[src/rtl/reset_sequencer.sv]
// reset_sequencer: system reset controller with staged domain release.
// Power-up, a debounced button press or a soft request holds every
// reset domain low for HOLD_CYCLES. The domains are then released in
// ascending index order, STAGE_CYCLES apart.
//
// Optional feature macro: RESET_CAUSE_EN adds a registered cause[1:0]
// output that records what started the most recent reset sequence.
//
// Ports:
//   clk        system clock
//   reset      asynchronous active-low power-on / FPGA-start reset
//   button     raw asynchronous low-active push buttons
//   soft_req   synchronous high-active single-cycle soft reset request
//   reset_out  low-active domain resets; bit 0 is released first
//   done       high once every reset_out bit is released
//   cause      (RESET_CAUSE_EN only) 00 power-on, 01 button, 10 soft_req
module reset_sequencer #(
    parameter int unsigned NUM_CHANNELS    = 3,
    parameter int unsigned NUM_BUTTONS     = 1,
    parameter int unsigned HOLD_CYCLES     = 5_000_000,
    parameter int unsigned STAGE_CYCLES    = 1000,
    parameter int unsigned DEBOUNCE_CYCLES = 100_000
) (
    input  logic                    clk,
    input  logic                    reset,
    input  logic [NUM_BUTTONS-1:0]  button,
    input  logic                    soft_req,
    output logic [NUM_CHANNELS-1:0] reset_out,
    output logic                    done
`ifdef RESET_CAUSE_EN
    ,
    output logic [1:0]              cause
`endif
);

    localparam int unsigned CNT_MAX = (HOLD_CYCLES > STAGE_CYCLES) ? HOLD_CYCLES : STAGE_CYCLES;
    localparam int unsigned CNT_W   = $clog2(CNT_MAX + 1);
    localparam int unsigned IDX_W   = (NUM_CHANNELS > 1) ? $clog2(NUM_CHANNELS) : 1;
    localparam int unsigned DEB_W   = $clog2(DEBOUNCE_CYCLES + 1);

    localparam logic [CNT_W-1:0] HOLD_LAST  = CNT_W'(HOLD_CYCLES - 1);
    localparam logic [CNT_W-1:0] STAGE_LAST = CNT_W'(STAGE_CYCLES - 1);
    localparam logic [IDX_W-1:0] LAST_IDX   = IDX_W'(NUM_CHANNELS - 1);
    localparam logic [DEB_W-1:0] DEB_MAX    = DEB_W'(DEBOUNCE_CYCLES);
    localparam logic [DEB_W-1:0] DEB_LAST   = DEB_W'(DEBOUNCE_CYCLES - 1);

    typedef enum logic [1:0] {
        ST_HOLD  = 2'd0,
        ST_STAGE = 2'd1,
        ST_RUN   = 2'd2
    } state_e;

    state_e                               state_q, state_d;
    logic [CNT_W-1:0]                     cnt_q, cnt_d;
    logic [IDX_W-1:0]                     idx_q, idx_d;
    logic [IDX_W-1:0]                     idx_inc;
    logic [NUM_CHANNELS-1:0]              reset_out_q, reset_out_d;
    logic                                 done_q, done_d;
    logic [1:0]                           rst_sync_q, rst_sync_d;
    logic [NUM_BUTTONS-1:0]               btn_s1_q, btn_s1_d;
    logic [NUM_BUTTONS-1:0]               btn_s2_q, btn_s2_d;
    logic [NUM_BUTTONS-1:0][DEB_W-1:0]    deb_cnt_q, deb_cnt_d;
    logic                                 press_q, press_d;
    logic                                 trig;
`ifdef RESET_CAUSE_EN
    logic [1:0]                           cause_q, cause_d;
`endif

    // Synchronizers and per-button debouncers. The debounce counter
    // saturates at DEBOUNCE_CYCLES, so a held button fires exactly once
    // and only re-arms after a high sample clears the count.
    always_comb begin
        rst_sync_d = {rst_sync_q[0], 1'b1};
        btn_s1_d   = button;
        btn_s2_d   = btn_s1_q;
        deb_cnt_d  = deb_cnt_q;
        press_d    = 1'b0;
        for (int b = 0; b < NUM_BUTTONS; b++) begin
            if (btn_s2_q[b]) begin
                deb_cnt_d[b] = '0;
            end else begin
                if (deb_cnt_q[b] != DEB_MAX) begin
                    deb_cnt_d[b] = deb_cnt_q[b] + DEB_W'(1);
                end
                if (deb_cnt_q[b] == DEB_LAST) begin
                    press_d = 1'b1;
                end
            end
        end
    end

    // A soft request and a press in the same cycle are a single trigger.
    assign trig = soft_req | press_q;

    // Sequencer next-state logic. Each channel is released on the edge
    // that selects it, and done rises together with the last channel.
    always_comb begin
        state_d     = state_q;
        cnt_d       = cnt_q;
        idx_d       = idx_q;
        idx_inc     = idx_q + IDX_W'(1);
        reset_out_d = reset_out_q;
        done_d      = done_q;
`ifdef RESET_CAUSE_EN
        cause_d     = cause_q;
`endif
        if (trig || !rst_sync_q[1]) begin
            state_d     = ST_HOLD;
            cnt_d       = '0;
            idx_d       = '0;
            reset_out_d = '0;
            done_d      = 1'b0;
`ifdef RESET_CAUSE_EN
            if (trig) begin
                cause_d = soft_req ? 2'b10 : 2'b01;
            end
`endif
        end else begin
            case (state_q)
                ST_HOLD: begin
                    reset_out_d = '0;
                    done_d      = 1'b0;
                    if (cnt_q == HOLD_LAST) begin
                        state_d     = ST_STAGE;
                        cnt_d       = '0;
                        idx_d       = '0;
                        reset_out_d = NUM_CHANNELS'(1);
                        done_d      = (NUM_CHANNELS == 1);
                    end else begin
                        cnt_d = cnt_q + CNT_W'(1);
                    end
                end
                ST_STAGE: begin
                    if (idx_q == LAST_IDX) begin
                        state_d = ST_RUN;
                        cnt_d   = '0;
                    end else if (cnt_q == STAGE_LAST) begin
                        cnt_d       = '0;
                        idx_d       = idx_inc;
                        reset_out_d = reset_out_q | (NUM_CHANNELS'(1) << idx_inc);
                        done_d      = (idx_inc == LAST_IDX);
                    end else begin
                        cnt_d = cnt_q + CNT_W'(1);
                    end
                end
                ST_RUN: begin
                    reset_out_d = '1;
                    done_d      = 1'b1;
                end
                default: begin
                    state_d     = ST_HOLD;
                    cnt_d       = '0;
                    idx_d       = '0;
                    reset_out_d = '0;
                    done_d      = 1'b0;
                end
            endcase
        end
    end

    // All state; async reset clears outputs and counters immediately.
    always_ff @(posedge clk or negedge reset) begin
        if (!reset) begin
            state_q     <= ST_HOLD;
            cnt_q       <= '0;
            idx_q       <= '0;
            reset_out_q <= '0;
            done_q      <= 1'b0;
            rst_sync_q  <= '0;
            btn_s1_q    <= '1;
            btn_s2_q    <= '1;
            deb_cnt_q   <= '0;
            press_q     <= 1'b0;
`ifdef RESET_CAUSE_EN
            cause_q     <= 2'b00;
`endif
        end else begin
            state_q     <= state_d;
            cnt_q       <= cnt_d;
            idx_q       <= idx_d;
            reset_out_q <= reset_out_d;
            done_q      <= done_d;
            rst_sync_q  <= rst_sync_d;
            btn_s1_q    <= btn_s1_d;
            btn_s2_q    <= btn_s2_d;
            deb_cnt_q   <= deb_cnt_d;
            press_q     <= press_d;
`ifdef RESET_CAUSE_EN
            cause_q     <= cause_d;
`endif
        end
    end

    assign reset_out = reset_out_q;
    assign done      = done_q;
`ifdef RESET_CAUSE_EN
    assign cause     = cause_q;
`endif

endmodule

[config.mk]
export PLATFORM = sky130hd
export DESIGN_NAME = reset_sequencer
export DESIGN_NICKNAME = d
export VERILOG_FILES = /design/src/rtl/reset_sequencer.sv
export SDC_FILE = /design/constraint.sdc
export NUM_CORES = 1
export LEC_CHECK = 0
export CORE_MARGIN = 3
export CORE_UTILIZATION = 55
export DETAILED_ROUTE_END_ITERATION = 10
export GPL_ROUTABILITY_DRIVEN = 0
export GPL_TIMING_DRIVEN = 0
export PLACE_DENSITY = 0.72
export SYNTH_ARGS = -nofsm -noshare
export SYNTH_HDL_FRONTEND = slang
export SYNTH_SLANG_ARGS = --single-unit
[constraint.sdc]
create_clock -name clk -period 5.78 [get_ports clk]
set_clock_uncertainty 0.2 [all_clocks]
set_input_delay 0.578 -clock clk [delete_from_list [all_inputs] [get_ports clk]]
set_output_delay 0.578 -clock clk [all_outputs]
set_load 0.005 [all_outputs]
Word-level counts from Yosys, hierarchy flattened
Cells that the tools add are included.

operators by class
  equality and inequality tests = 13
  muxes and demuxes = 27
  add/subtract/negate cells = 3
  bitwise gates (word level) = 2
  reduce and logical (&&, ||, !) cells = 7
  shifts and indexed selects = 1

operators with widths
  cell                   number
  $mux 23                4
  $pmux 23 s3            1
  $mux 17                2
  $add 23x1->23 const B  1
  $eq 23x10->1 const B   1
  $eq 23x23->1 const B   1
  $add 17x1->17 const B  1
  $eq 17x17->1 const B   1
  $ne 17x17->1 const B   1
  $mux 2                 7
  $ne 3x3->1 const B     4
  $pmux 2 s3             2
  $mux 3                 3
  $pmux 3 s3             1
  $eq 2x2->1 const B     3
  $mux 1                 6
  $reduce_and 4->1       1
  $or 3x3->3             1
  $reduce_and 3->1       1
  $shl 1x2->3 const A    1
  $add 2x1->2 const B    1
  $eq 2x1->1 const B     1
  $logic_not 2->1        1
  $ne 2x2->1 const B     1
  6 further kinds        6

storage, ports and cells
  logic and storage cells = 63
  bits in registers = 53
  input bits = 4
  output and inout bits = 4

Logic depth before layout (Yosys ltp)
Gate-level depths: netlist of the first run.

  depth in word-level cells = 7
  gate-level depth with buffers = 10

Worst setup path before layout of the first run
OpenSTA, ideal clock, no wires.

  path type = register to register
  from = register cnt_q[18]
  to = register cnt_q[0]
  buffers on the path = 2
  arrival time = 2.296 ns
  setup time = 0.125 ns
  cell stages (with the launch flop) = 8
  path slack = 3.160 ns
  clock period less this slack = 2.620 ns
  path through = dfrtp_1 or4_1 or4_4 o21bai_1 a21oi_2 buf_6 buf_8 mux2_2

on the way
  longest elaborated chain between the ends = 5
  elaborated cells on any way between the ends = 7

RTL lines
  what                      RTL line  text
  start: declaration        54        logic [CNT_W-1:0] cnt_q, cnt_d;
  start signal: assignment  179       cnt_q <= cnt_d;
  $eq 23x10->1              137       end else if (cnt_q == STAGE_LAST) begin
  $mux 23                   137
  $mux 23                   134       if (idx_q == LAST_IDX) begin
  $pmux 23 s3 (*)           119       case (state_q)
  $mux 23 (*)               107       if (trig || !rst_sync_q[1]) begin

Mark *: on every way between the ends. The rest lies on a longest branch, timed or not.
A chain may end at the register's enable or synchronous reset.

Worst setup path in the final report of the first run
  from = input soft_req
  to = register cnt_q[15]

on the way
  longest elaborated chain between the ends = 3
  elaborated cells on any way between the ends = 4

RTL lines
  what                                                    RTL line  text
  start: declaration                                      27        input logic soft_req,
  $or 1x1->1 (*)                                          93        assign trig = soft_req | press_q;
  $logic_or 1x1->1 (*)                                    107
  $ne 2x2->1 (no source line) or $mux 23 (tied branches)  --

Marked as above.

==> results.txt, run 1 <==
----------------------------------------------------
[Logic synthesis]
  Number of enable flip-flop cells after synthesis ... 0
  Most frequently used cell type in the post-synthesis netlist ... sky130_fd_sc_hd__dfrtp_1
  Area contributors post-synth ... sky130_fd_sc_hd__dfrtp_1 (43%), sky130_fd_sc_hd__nand2_1 (5.5%), sky130_fd_sc_hd__ha_1 (5.1%)
  Synth Warn # ... 0
  Synth Instances ... 324
  Fraction of the yosys area taken by sequential cells ... 45.2%
  Async SR Flop Fraction ... 100%
  Syn avg cell area ... slightly above 9 µm²
  Yosys cell types ... 51
  Post-Synthesis Net Count ... 340
  Area share of the largest cell type after synthesis ... a little over two fifths
  Ys flop type ... sky130_fd_sc_hd__dfrtp_1
  Most frequent cells after synthesis ... sky130_fd_sc_hd__dfrtp_1 (51), sky130_fd_sc_hd__nand2_1 (43), sky130_fd_sc_hd__nor2_1 (32)
  Yosys top cell by area ... sky130_fd_sc_hd__dfrtp_1
  Post-synthesis instance area ... 2940 µm²
  Post-synthesis sequential element count ... 53

[Critical path]
  Sum of buffers and inverters on the critical path ... 3
  Slowest stage cell on the critical path ... sky130_fd_sc_hd__nor3b_1
  Biggest fanout along the worst timing path ... 10
  Signal arrival time at the worst endpoint ... around 3.1 ns
  Register-to-register setup slack ... about 2.9 ns
  Critical path type ... primary input to register
  CP required ... 5.80 ns
  Capturing element type of the critical path ... register
  Cell family contributing the most delay on the critical path ... simple AND/OR/NAND/NOR gates
  Max incr delay on CP ... 0.79 ns
  Cells along the critical path ... clkdlybuf4s50_1 -> nor3b_1 -> nand3b_1 -> o21bai_1 -> a21oi_2 -> buf_6 -> buf_4 -> nand2_1 -> a31oi_1
  Element type at the critical path start ... primary input

[Clock network]
  Worst-Skew Late Latency ... around 0.31 ns
  H-Tree Depth ... 2
  Post-CTS clock slew at the launch and capture registers of the worst setup and hold paths ... about 0.1 ns
  TritonCTS clock tree ... done
  Count of buffers added by post-CTS timing repair for setup ... 0
  Clock buffer count from CTS ... 5
  Hold-fix buffers, CTS ... 0
  Clock net sink count ... 53
  CTS resizes ... 0
  Number of buffers between clock root and the deepest sink ... 2
  Buffer type at the clock tree root ... sky130_fd_sc_hd__clkbuf_8

[STA]
  Hold Fails Final Rpt ... 0
  Final worst setup slack ... 2.66 ns
  Fin crit period ... 3.12 ns
  Post-Route Setup TNS ... 0 ns
  Worst-Margin Slew ... 0.974 ns
  Final hold slack ... 0.0660 ns
  Max_slew headroom ... between 30% and 40%
  Max Transition Viols Final ... 0
  Setup repair after global routing missed its margin ... false
  Final-report setup violation count ... 0
  Max Clock Freq ... 321 MHz
  Final worst path period share ... 54.0%

[Global route]
  Via count of the first global-routing pass ... 2,251
  Largest net degree at the start of global routing ... 30
  Overflow after GRT ... 0
  Overall Global Routing Usage ... between 20% and 30%
  Antenna violations before repair ... 0
  Global-route wire length before repair ... 10,800 µm

[Drt]
  TritonRoute pass-1 iters ... 4
  Number of nets still failing antenna checks after routing ... 0
  Vias after detailed routing ... 2,434
  Post-detailed-route via-to-cell ratio ... 5.98
  Mean routed wirelength per cell ... 15.0 µm
  Post-route DRC ... 0
  Iteration-0 DRC count of the detailed router ... between 100 and 150
  Sum of routed wire length over all layers ... 6120 µm

[Die]
  Die Y-Extent ... 79.1 µm
  Placeable core region ... 4940 µm²
  Count of boundary I/O pins ... 8
  Effective utilization at floorplan ... 59.4%
  Die area ... ~6300 µm²
  Rows ... 25
  Die Width ... 79.1 µm

[Final layout]
  Ratio of cells with drive above 1 in the final layout ... 7.35%
  Number of antenna diodes ... 0
  Multi-input gate area ... 1500 µm²
  Number of nets in the finished design ... 355
  Sequential cell area ... 1330 µm²
  Post-synthesis to final-layout area growth ... 9.84%
  Layout filler cell count ... 449

[Power and ir drop]
  Power density relative to cell area ... around 230 nW/µm²
  Power, Total ... roughly 730 µW
  Peak supply drop ... 0.158 mV
  Leak pwr ... 1.34 nW

[Placed design]
  Hpwl dp ... 4290 µm
  Buffers on Ports ... 7
  Worst slack at placement ... about 2.4 ns

[Min path]
  Worst hold path type ... primary input to asynchronous set/reset pin

[Job]
  Max-cap viol count ... 0

[Run status]
  Status ... finished, final reports clean

----------------------------------------------------
-- layout by cell type (no fill, tap or decap), types with 2 or more instances in the layout --
master / synthesis / final
sky130_fd_sc_hd__buf_2: 1 / 2
sky130_fd_sc_hd__mux2_2: 2 / 2
sky130_fd_sc_hd__clkdlybuf4s50_1: 0 / 6
sky130_fd_sc_hd__a32o_1: 2 / 2
sky130_fd_sc_hd__nor2_1: 32 / 32
sky130_fd_sc_hd__and4_1: 3 / 3
sky130_fd_sc_hd__a22o_1: 2 / 2
sky130_fd_sc_hd__mux2i_1: 4 / 4
sky130_fd_sc_hd__inv_1: 12 / 12
sky130_fd_sc_hd__xnor2_1: 3 / 3
sky130_fd_sc_hd__a41oi_1: 4 / 4
sky130_fd_sc_hd__nand4_1: 4 / 4
sky130_fd_sc_hd__nor3_1: 7 / 7
sky130_fd_sc_hd__xor2_1: 10 / 10
sky130_fd_sc_hd__a21oi_1: 18 / 18
sky130_fd_sc_hd__clkbuf_1: 7 / 7
sky130_fd_sc_hd__nand3b_1: 2 / 2
sky130_fd_sc_hd__and2_1: 5 / 5
sky130_fd_sc_hd__and3_1: 6 / 6
sky130_fd_sc_hd__nand4b_1: 2 / 2
sky130_fd_sc_hd__o22ai_1: 2 / 2
sky130_fd_sc_hd__nor4_1: 5 / 5
sky130_fd_sc_hd__nor3b_1: 2 / 2
sky130_fd_sc_hd__a31oi_1: 15 / 15
sky130_fd_sc_hd__dfstp_2: 2 / 2
sky130_fd_sc_hd__or3b_2: 2 / 2
sky130_fd_sc_hd__ha_1: 12 / 12
sky130_fd_sc_hd__nand3_1: 25 / 25
sky130_fd_sc_hd__or4_1: 2 / 2
sky130_fd_sc_hd__or3_1: 3 / 3
sky130_fd_sc_hd__a21o_1: 2 / 2
sky130_fd_sc_hd__o21ai_0: 12 / 12
sky130_fd_sc_hd__nand2_1: 43 / 43
sky130_fd_sc_hd__clkbuf_8: 0 / 6
sky130_fd_sc_hd__dfrtp_1: 51 / 51
sky130_fd_sc_hd__nand2b_1: 3 / 3
-- report_power, final --
part	total (mW)	internal [mW]	switching, mW	leakage (nW)
Combinational	0.0764	0.0282	0.0482	0.554
Sequential	0.386	0.379	0.00750	0.724
Clock	0.266	0.141	0.125	0.0574
-- layout make-up --
| type | instances | share of cell area [%] |
|---|---|---|
| Tap cell | 67 | 2.60 |
| Inverter | 12 | 1.40 |
| Clock inverter | 2 | 1.16 |
| Sequential cell | 53 | 41.2 |
| Clock buffer | 6 | 2.56 |
| Timing Repair Buffer | 8 | 2.64 |
| Buffer | 11 | 2.02 |
| Multi-Input combinational cell | 248 | 46.5 |
-- sequential cells by signal (all words and copies together) (netlist names) --
signal	count
reset_out	3
cnt_q	23
deb_cnt_q	17
state_q	2
done	1
idx_q	2
btn_s1_q	1
btn_s2_q	1
press_q	1
rst_sync_q	2
-- final timing paths --
kind / start / endpoint / depth (start not counted)
worst max-delay path: soft_req / cnt_q[15] / 9
worst min-delay path: reset / cnt_q[6] / 1
worst max register to register: cnt_q[18] / cnt_q[0] / 7
worst min register to register: rst_sync_q[0] / rst_sync_q[1] / 0
max in group asynchronous: reset / btn_s1_q / 2
min in group clk: rst_sync_q[0] / rst_sync_q[1] / 0
-- stage by stage --
step                      std cells  utilization [%]  cell area [µm²]
final                           407             65.3             3230
after global routing            407             65.3             3230
after CTS                       407             65.3             3230
after detailed placement        399             62.9             3110
after global placement          398             62.6             3090
after floorplan                 324                -             2940
-- cells by family after synthesis --
group / Yosys count / share of synthesized area (%)
and+or+nand+nor: 151 / 25.6
AOI/OAI and AO/OA: 65 / 14.2
DFF: 53 / 45.2
buffers and inverters: 23 / 3.75
xor gates and xnor gates: 13 / 3.88
adders and majority gates: 12 / 5.11
muxes: 6 / 2.13
other: 1 / 0.128
-- metal layers --
layer  track usage, %  share of wire, %  vias up
li1                 -                 -     1182
met1             31.9                50     1179
met2             33.0                44       65
met3             3.63               4.3        8
met4             6.01               1.3        0
met5                0                 0        -
No activity file was read; power rests on OpenSTA's default activity.
==> inputs of run 2 (changes only) <==
Settings changed: PLACE_DENSITY 0.72 to 0.75.
Clock period 5.78 ns to 2.6 ns, I/O delays scaled along.
==> run 2 against run 1 <==
Compared with the run above:
- the run now ends with setup timing left
- sequential power increased by 120%
- hold slack improved by 0.092 ns
- critical path depth decreased by 4
- via count increased by 3.5%
- first-iteration DRC count increased by 98%
- total power increased by 120%
- sequential share of layout area decreased by 2.0 points
- setup slack got worse by 2.7 ns
- final cell count increased by 1.7%
- routed wire length increased by 6.0%
==> results.txt, run 2 (synthesis gave the netlist of run 1 again) <==
----------------------------------------------------
[Drt]
  Sum of routed wire length over all layers ... 6490 µm (+6.0%)
  TritonRoute pass-1 iters ... 4 (unchanged)
  Vias after detailed routing ... 2,519 (+3.5%)
  Iteration-0 DRC count of the detailed router ... 251 (+98%)
  Post-detailed-route via-to-cell ratio ... 6.08 (+1.7%)
  Number of nets still failing antenna checks after routing ... 0 (unchanged)
  Post-route DRC ... 0 (unchanged)
  Mean routed wirelength per cell ... 15.7 µm (+4.3%)

[Critical path]
  Startpoint of the most critical register-to-register path ... cnt_q[22]
  Capturing element type of the critical path ... register
  Biggest fanout along the worst timing path ... 3 (-7)
  Critical path type ... register to register
  Slowest stage cell on the critical path ... sky130_fd_sc_hd__or4_1
  Element type at the critical path start ... register
  Cells along the critical path ... or4_1 -> or4_4 -> or3_4 -> or4_4 -> o311ai_2
  Cell occurring most often along the worst timing path ... sky130_fd_sc_hd__or4_4
  CP required ... 2.61 ns (-3.19 ns)
  Max incr delay on CP ... 0.53 ns (-0.26 ns)
  Sum of buffers and inverters on the critical path ... 0 (-3)
  R2r worst-path depth ... 5 (-2)
  Cell family contributing the most delay on the critical path ... simple AND/OR/NAND/NOR gates
  Reg-to-Reg End ... idx_q[0]
  Register-to-register setup slack ... -0.04 ns (-2.96 ns)
  Signal arrival time at the worst endpoint ... 2.65 ns (-0.49 ns)

[STA]
  Max_slew headroom ... 45.1% (+10 points)
  Setup repair after global routing missed its margin ... true
  Worst-Margin Slew ... 0.817 ns (-0.157 ns)
  Max Transition Viols Final ... 0 (unchanged)
  Hold Fails Final Rpt ... 0 (unchanged)
  Final worst setup slack ... -0.0361 ns (-2.70 ns)
  Final worst path period share ... 101%
  Final hold slack ... 0.158 ns (+0.0920 ns)
  Max Clock Freq ... between 300 and 400 MHz
  Final-report setup violation count ... 1 (+1)
  Fin crit period ... 2.64 ns

[Die]
  Placeable core region ... 4940 µm² (unchanged)
  Effective utilization at floorplan ... 59.4% (unchanged)
  Die Y-Extent ... 79.1 µm (unchanged)
  Rows ... 25 (unchanged)
  Die Width ... 79.1 µm (unchanged)
  Count of boundary I/O pins ... 8 (unchanged)
  Die area ... 6250 µm² (unchanged)

[Final layout]
  Number of nets in the finished design ... 362 (+2.0%)
  Post-layout util ... 68.7% (+3.4 points)
  Number of antenna diodes ... 0 (unchanged)
  Flip-flop count of the largest register, all copies and words added ... 23 (unchanged)
  Leading cell type in the layout, fill and taps excluded ... sky130_fd_sc_hd__dfrtp_1
  Post-synthesis to final-layout area growth ... 15.6%
  Sequential cell area ... 1330 µm² (about the same)
  Layout filler cell count ... 404 (-10%)
  Ratio of cells with drive above 1 in the final layout ... 13.3% (+5.9 points)
  Register name with the most flops ... cnt_q
  Multi-input gate area ... 1610 µm² (+7.5%)
  Leading cell types in the layout, fill and taps excluded ... sky130_fd_sc_hd__dfrtp_1 (50), sky130_fd_sc_hd__nand2_1 (43), sky130_fd_sc_hd__nor2_1 (31), sky130_fd_sc_hd__nand3_1 (24), sky130_fd_sc_hd__a21oi_1 (15)

[Clock network]
  TritonCTS clock tree ... done
  Buffer type at the clock tree root ... sky130_fd_sc_hd__clkbuf_8
  Clock net sink count ... 53 (unchanged)
  Number of buffers between clock root and the deepest sink ... 2 (unchanged)
  Worst-Skew Late Latency ... 0.31 ns (about the same)
  Clock buffer count from CTS ... 5 (unchanged)
  H-Tree Depth ... 2 (unchanged)
  Post-CTS clock slew at the launch and capture registers of the worst setup and hold paths ... 0.11 ns (about the same)

[Global route]
  Overall Global Routing Usage ... 21.8% (+0.13 points)
  Antenna violations before repair ... 0 (unchanged)
  GRT busiest layer ... met2
  Via count of the first global-routing pass ... 2,488 (+11%)
  Global-route wire length before repair ... 11,000 µm (+1.5%)
  Largest net degree at the start of global routing ... 42 (+40%)
  Global-route track usage on met2 ... 35.8% (+2.8 points)
  Overflow after GRT ... 0 (unchanged)
  Met1 capacity usage during global routing ... 29.1% (-2.8 points)
  Global routing usage on met3 ... 4.20% (+0.57 points)

[Min path]
  Worst hold path type ... primary input to register
  Critical hold path startpoint ... button
  Min-Delay Path Depth ... 1
  Sink of the worst hold path ... btn_s1_q

[Placed design]
  Hpwl dp ... 4310 µm (+0.59%)
  Buffers on Ports ... 7 (unchanged)

[Power and ir drop]
  Peak supply drop ... 0.357 mV (+130%)
  Power density relative to cell area ... 473 nW/µm² (+110%)
  Leak pwr ... 1.42 nW (+6.3%)
  Power, Total ... 1.61 mW (+120%)

[Run status]
  Failing checks ... setup timing
  Status ... finished with violations

[Job]
  Max-cap viol count ... 0 (unchanged)

----------------------------------------------------
[run 2: cell types whose count changed in the layout (fill, tap and decap cells not counted), moves of 2 or more]
cell / previous run / this run
sky130_fd_sc_hd__nor3_4: 0 / 2
sky130_fd_sc_hd__a21oi_1: 18 / 15
sky130_fd_sc_hd__buf_4: 1 / 8
sky130_fd_sc_hd__a21oi_2: 1 / 4
[run 2: per-stage QoR]
step                      worst slack [ns]  instance area (µm²)  TNS (ns)  std cells
after floorplan                    0.00397                 2940         0        324
after global placement              -0.488                 3100    -31.95        398
after detailed placement            -0.415                 3110     -7.76        399
after CTS                          -0.0725                 3290    -0.465        411
after global routing               -0.0594                 3400   -0.0990        414
final                              -0.0361                 3400   -0.0361        414
[run 2: layer usage]
layer / wire (µm) / share of wire, %
met3: 422 / 6.5
met2: 3020 / 47
met4: 114 / 1.8
met5: 0 / 0
met1: 2930 / 45
[run 2: layout make-up]
cell class / count / area share [%]
multi-input combinational: 248 / 47.4
sequential: 53 / 39.2
timing repair buffer: 16 / 4.35
tap: 67 / 2.47
clock buffer: 6 / 2.14
buffer: 10 / 1.99
inverter: 12 / 1.33
clock inverter: 2 / 1.14
[run 2: power by group]
part / internal, mW / switching (mW)
Sequential: 0.842 / 0.0166
Combinational: 0.0723 / 0.112
Clock: 0.290 / 0.274
[run 2: worst max-delay path by stage]
stage                          from        to  slack [ns]  depth (start not counted)
after floorplan           cnt_q[19]  idx_q[0]       0.004                          5
after global placement        reset  cnt_q[8]       -0.49                          1
after detailed placement   soft_req  cnt_q[5]       -0.41                          9
after CTS                 cnt_q[22]  cnt_q[0]       -0.07                          7
after global routing      cnt_q[22]  idx_q[0]       -0.06                          5
final                     cnt_q[22]  idx_q[0]       -0.04                          5
[run 2: what timing repair did]
item / CTS / global route
endpoints found under the hold margin: 51 / 0
setup endpoints to repair: 25 / 26
buffers inserted: 3 / 4
pin swaps: 5 / 3
hold buffers: 1 / 0
resized for setup: 6 / 16
[run 2: worst reg2reg max path, cell delays in order (launching register included)]
cell                       delay, ns
sky130_fd_sc_hd__dfrtp_1        0.41
sky130_fd_sc_hd__or4_1          0.53
sky130_fd_sc_hd__or4_4          0.47
sky130_fd_sc_hd__or3_4          0.36
sky130_fd_sc_hd__or4_4          0.49
sky130_fd_sc_hd__o311ai_2       0.09
==> inputs of run 3 (changes only) <==
Settings changed: CAP_MARGIN from default to 20.
==> run 3 against run 2 <==
Compared with the run above:
- clock power barely moved
- utilization unchanged
- the flow still finishes with violations (setup timing)
- final cell count is the same
- sequential share of layout area unchanged
- highest routed layer unchanged
- sequential cell count is the same
- hold slack is the same
- sequential power is essentially flat
- critical endpoint unchanged
- register-to-register slack is essentially flat
- global-route usage stayed put
==> results.txt, run 3 (synthesis gave the netlist of run 1 again) <==
----------------------------------------------------
[STA]
  Final worst setup slack ... -0.0361 ns (unchanged)
  Final worst path period share ... 101% (unchanged)
  Setup repair after global routing missed its margin ... true
  Post-Route Setup TNS ... -0.0361 ns (unchanged)
  Final-report setup violation count ... 1 (unchanged)
  Max_slew headroom ... 45.1% (unchanged)
  Final hold slack ... 0.158 ns (unchanged)
  Fin crit period ... 2.64 ns (unchanged)
  Max Transition Viols Final ... 0 (unchanged)
  Worst-Margin Slew ... 0.817 ns (unchanged)
  Max Clock Freq ... 379 MHz (unchanged)
  Hold Fails Final Rpt ... 0 (unchanged)

[Drt]
  Vias after detailed routing ... 2,519 (unchanged)
  Mean routed wirelength per cell ... 15.7 µm (unchanged)
  TritonRoute pass-1 iters ... 4 (unchanged)
  Sum of routed wire length over all layers ... 6490 µm (unchanged)
  Post-route DRC ... 0 (unchanged)
  Number of nets still failing antenna checks after routing ... 0 (unchanged)
  Iteration-0 DRC count of the detailed router ... 251 (unchanged)
  Post-detailed-route via-to-cell ratio ... 6.08 (unchanged)

[Critical path]
  Start point of the critical path ... cnt_q[22]
  Reg-to-Reg End ... idx_q[0]
  Startpoint of the most critical register-to-register path ... cnt_q[22]
  Register-to-register setup slack ... -0.04 ns (about the same)
  Element type at the critical path start ... register
  End point of the critical path ... idx_q[0]
  Biggest fanout along the worst timing path ... 3 (unchanged)
  Capturing element type of the critical path ... register
  CP required ... 2.61 ns (about the same)
  R2r worst-path depth ... 5 (unchanged)
  Signal arrival time at the worst endpoint ... 2.65 ns (about the same)
  Critical path type ... register to register

[Global route]
  Via count of the first global-routing pass ... 2,488 (unchanged)
  Antenna violations before repair ... 0 (unchanged)
  Largest net degree at the start of global routing ... 42 (unchanged)
  GRT busiest layer ... met2
  Overflow after GRT ... 0 (unchanged)
  Global routing usage on met3 ... 4.20% (unchanged)
  Global-route track usage on met2 ... 35.8% (unchanged)
  Overall Global Routing Usage ... 21.8% (unchanged)
  Global-route wire length before repair ... 11,000 µm (unchanged)
  Met1 capacity usage during global routing ... 29.1% (unchanged)

[Placed design]
  Worst slack at placement ... -0.415 ns (unchanged)
  Placed cell area ... 3110 µm² (unchanged)
  Hpwl dp ... 4310 µm (unchanged)
  Buffers on Ports ... 7 (unchanged)
  Number of placed instances with taps included ... 399 (unchanged)

[Die]
  Placeable core region ... 4940 µm² (unchanged)
  Die Width ... 79.1 µm (unchanged)
  Die Y-Extent ... 79.1 µm (unchanged)
  Die area ... 6250 µm² (unchanged)
  Count of boundary I/O pins ... 8 (unchanged)
  Effective utilization at floorplan ... 59.4% (unchanged)
  Rows ... 25 (unchanged)

[Final layout]
  Sequential cell area ... 1330 µm² (unchanged)
  Register name with the most flops ... cnt_q
  Layout filler cell count ... 404 (unchanged)
  Area of all placed cells without fillers ... 3400 µm² (unchanged)
  Leading cell types in the layout, fill and taps excluded ... sky130_fd_sc_hd__dfrtp_1 (50), sky130_fd_sc_hd__nand2_1 (43), sky130_fd_sc_hd__nor2_1 (31), sky130_fd_sc_hd__nand3_1 (24), sky130_fd_sc_hd__a21oi_1 (15)
  Post-synthesis to final-layout area growth ... 15.6% (unchanged)
  Ratio of cells with drive above 1 in the final layout ... 13.3% (unchanged)
  Post-layout util ... 68.7% (unchanged)
  Multi-input gate area ... 1610 µm² (unchanged)
  Number of antenna diodes ... 0 (unchanged)
  Leading cell type in the layout, fill and taps excluded ... sky130_fd_sc_hd__dfrtp_1
  Final Non-Filler Cells ... 414 (unchanged)
  Flip-flop count of the largest register, all copies and words added ... 23 (unchanged)
  Number of nets in the finished design ... 362 (unchanged)

[Clock network]
  Clock buffer count from CTS ... 5 (unchanged)
  Clock net sink count ... 53 (unchanged)
  TritonCTS clock tree ... done
  Post-CTS clock slew at the launch and capture registers of the worst setup and hold paths ... 0.11 ns (about the same)
  H-Tree Depth ... 2 (unchanged)
  Worst-Skew Late Latency ... 0.31 ns (about the same)
  Number of buffers between clock root and the deepest sink ... 2 (unchanged)
  Buffer type at the clock tree root ... sky130_fd_sc_hd__clkbuf_8

[Min path]
  Worst hold path type ... primary input to register

[Power and ir drop]
  Power, Total ... 1.61 mW (unchanged)
  Power density relative to cell area ... 473 nW/µm² (unchanged)
  Leak pwr ... 1.42 nW (unchanged)
  Peak supply drop ... 0.357 mV (unchanged)

[Run status]
  Failing checks ... setup timing
  Status ... finished with violations

[Job]
  Max-cap viol count ... 0 (unchanged)

----------------------------------------------------
run 3: how the worst min path moves through the flow:
stage | cells after the start | start | endpoint
2_1_floorplan | 0 | reset | cnt_q[0]
3_3_place_gp | 0 | rst_sync_q[0] | rst_sync_q[1]
3_5_place_dp | 1 | reset | reset_out[0]
4_1_cts | 1 | button | btn_s1_q
5_1_grt | 1 | button | btn_s1_q
6_report | 1 | button | btn_s1_q
run 3: layout make-up:
cell class,count,area share [%]
sequential,53,39.2
tap,67,2.47
buffer,10,1.99
multi-input combinational,248,47.4
clock buffer,6,2.14
inverter,12,1.33
clock inverter,2,1.14
timing repair buffer,16,4.35
run 3: layer usage:
layer	wire length (µm)	vias to the layer above
met5	0	-
met4	114	0
met3	422	14
met2	3020	96
met1	2930	1199
li1	-	1210
run 3: where the power goes:
group / switching (mW) / total [mW] / internal [mW] / leakage, nW
registers: 0.0166 / 0.859 / 0.842 / 0.723
clock network: 0.274 / 0.564 / 0.290 / 0.0554
logic: 0.112 / 0.184 / 0.0723 / 0.641
total: 0.402 / 1.61 / 1.20 / 1.42
run 3: repair_timing:
item	4_1_cts	5_1_grt
buffers inserted	3	4
setup endpoints to repair	25	26
hold endpoints to repair	51	0
resized for setup	6	16
pin swaps	5	3
hold buffers	1	0
run 3: critical path, cell delays in order, from the launching register on:
cell and delay, ns:
sky130_fd_sc_hd__dfrtp_1 0.41, sky130_fd_sc_hd__or4_1 0.53, sky130_fd_sc_hd__or4_4 0.47, sky130_fd_sc_hd__or3_4 0.36
sky130_fd_sc_hd__or4_4 0.49, sky130_fd_sc_hd__o311ai_2 0.09
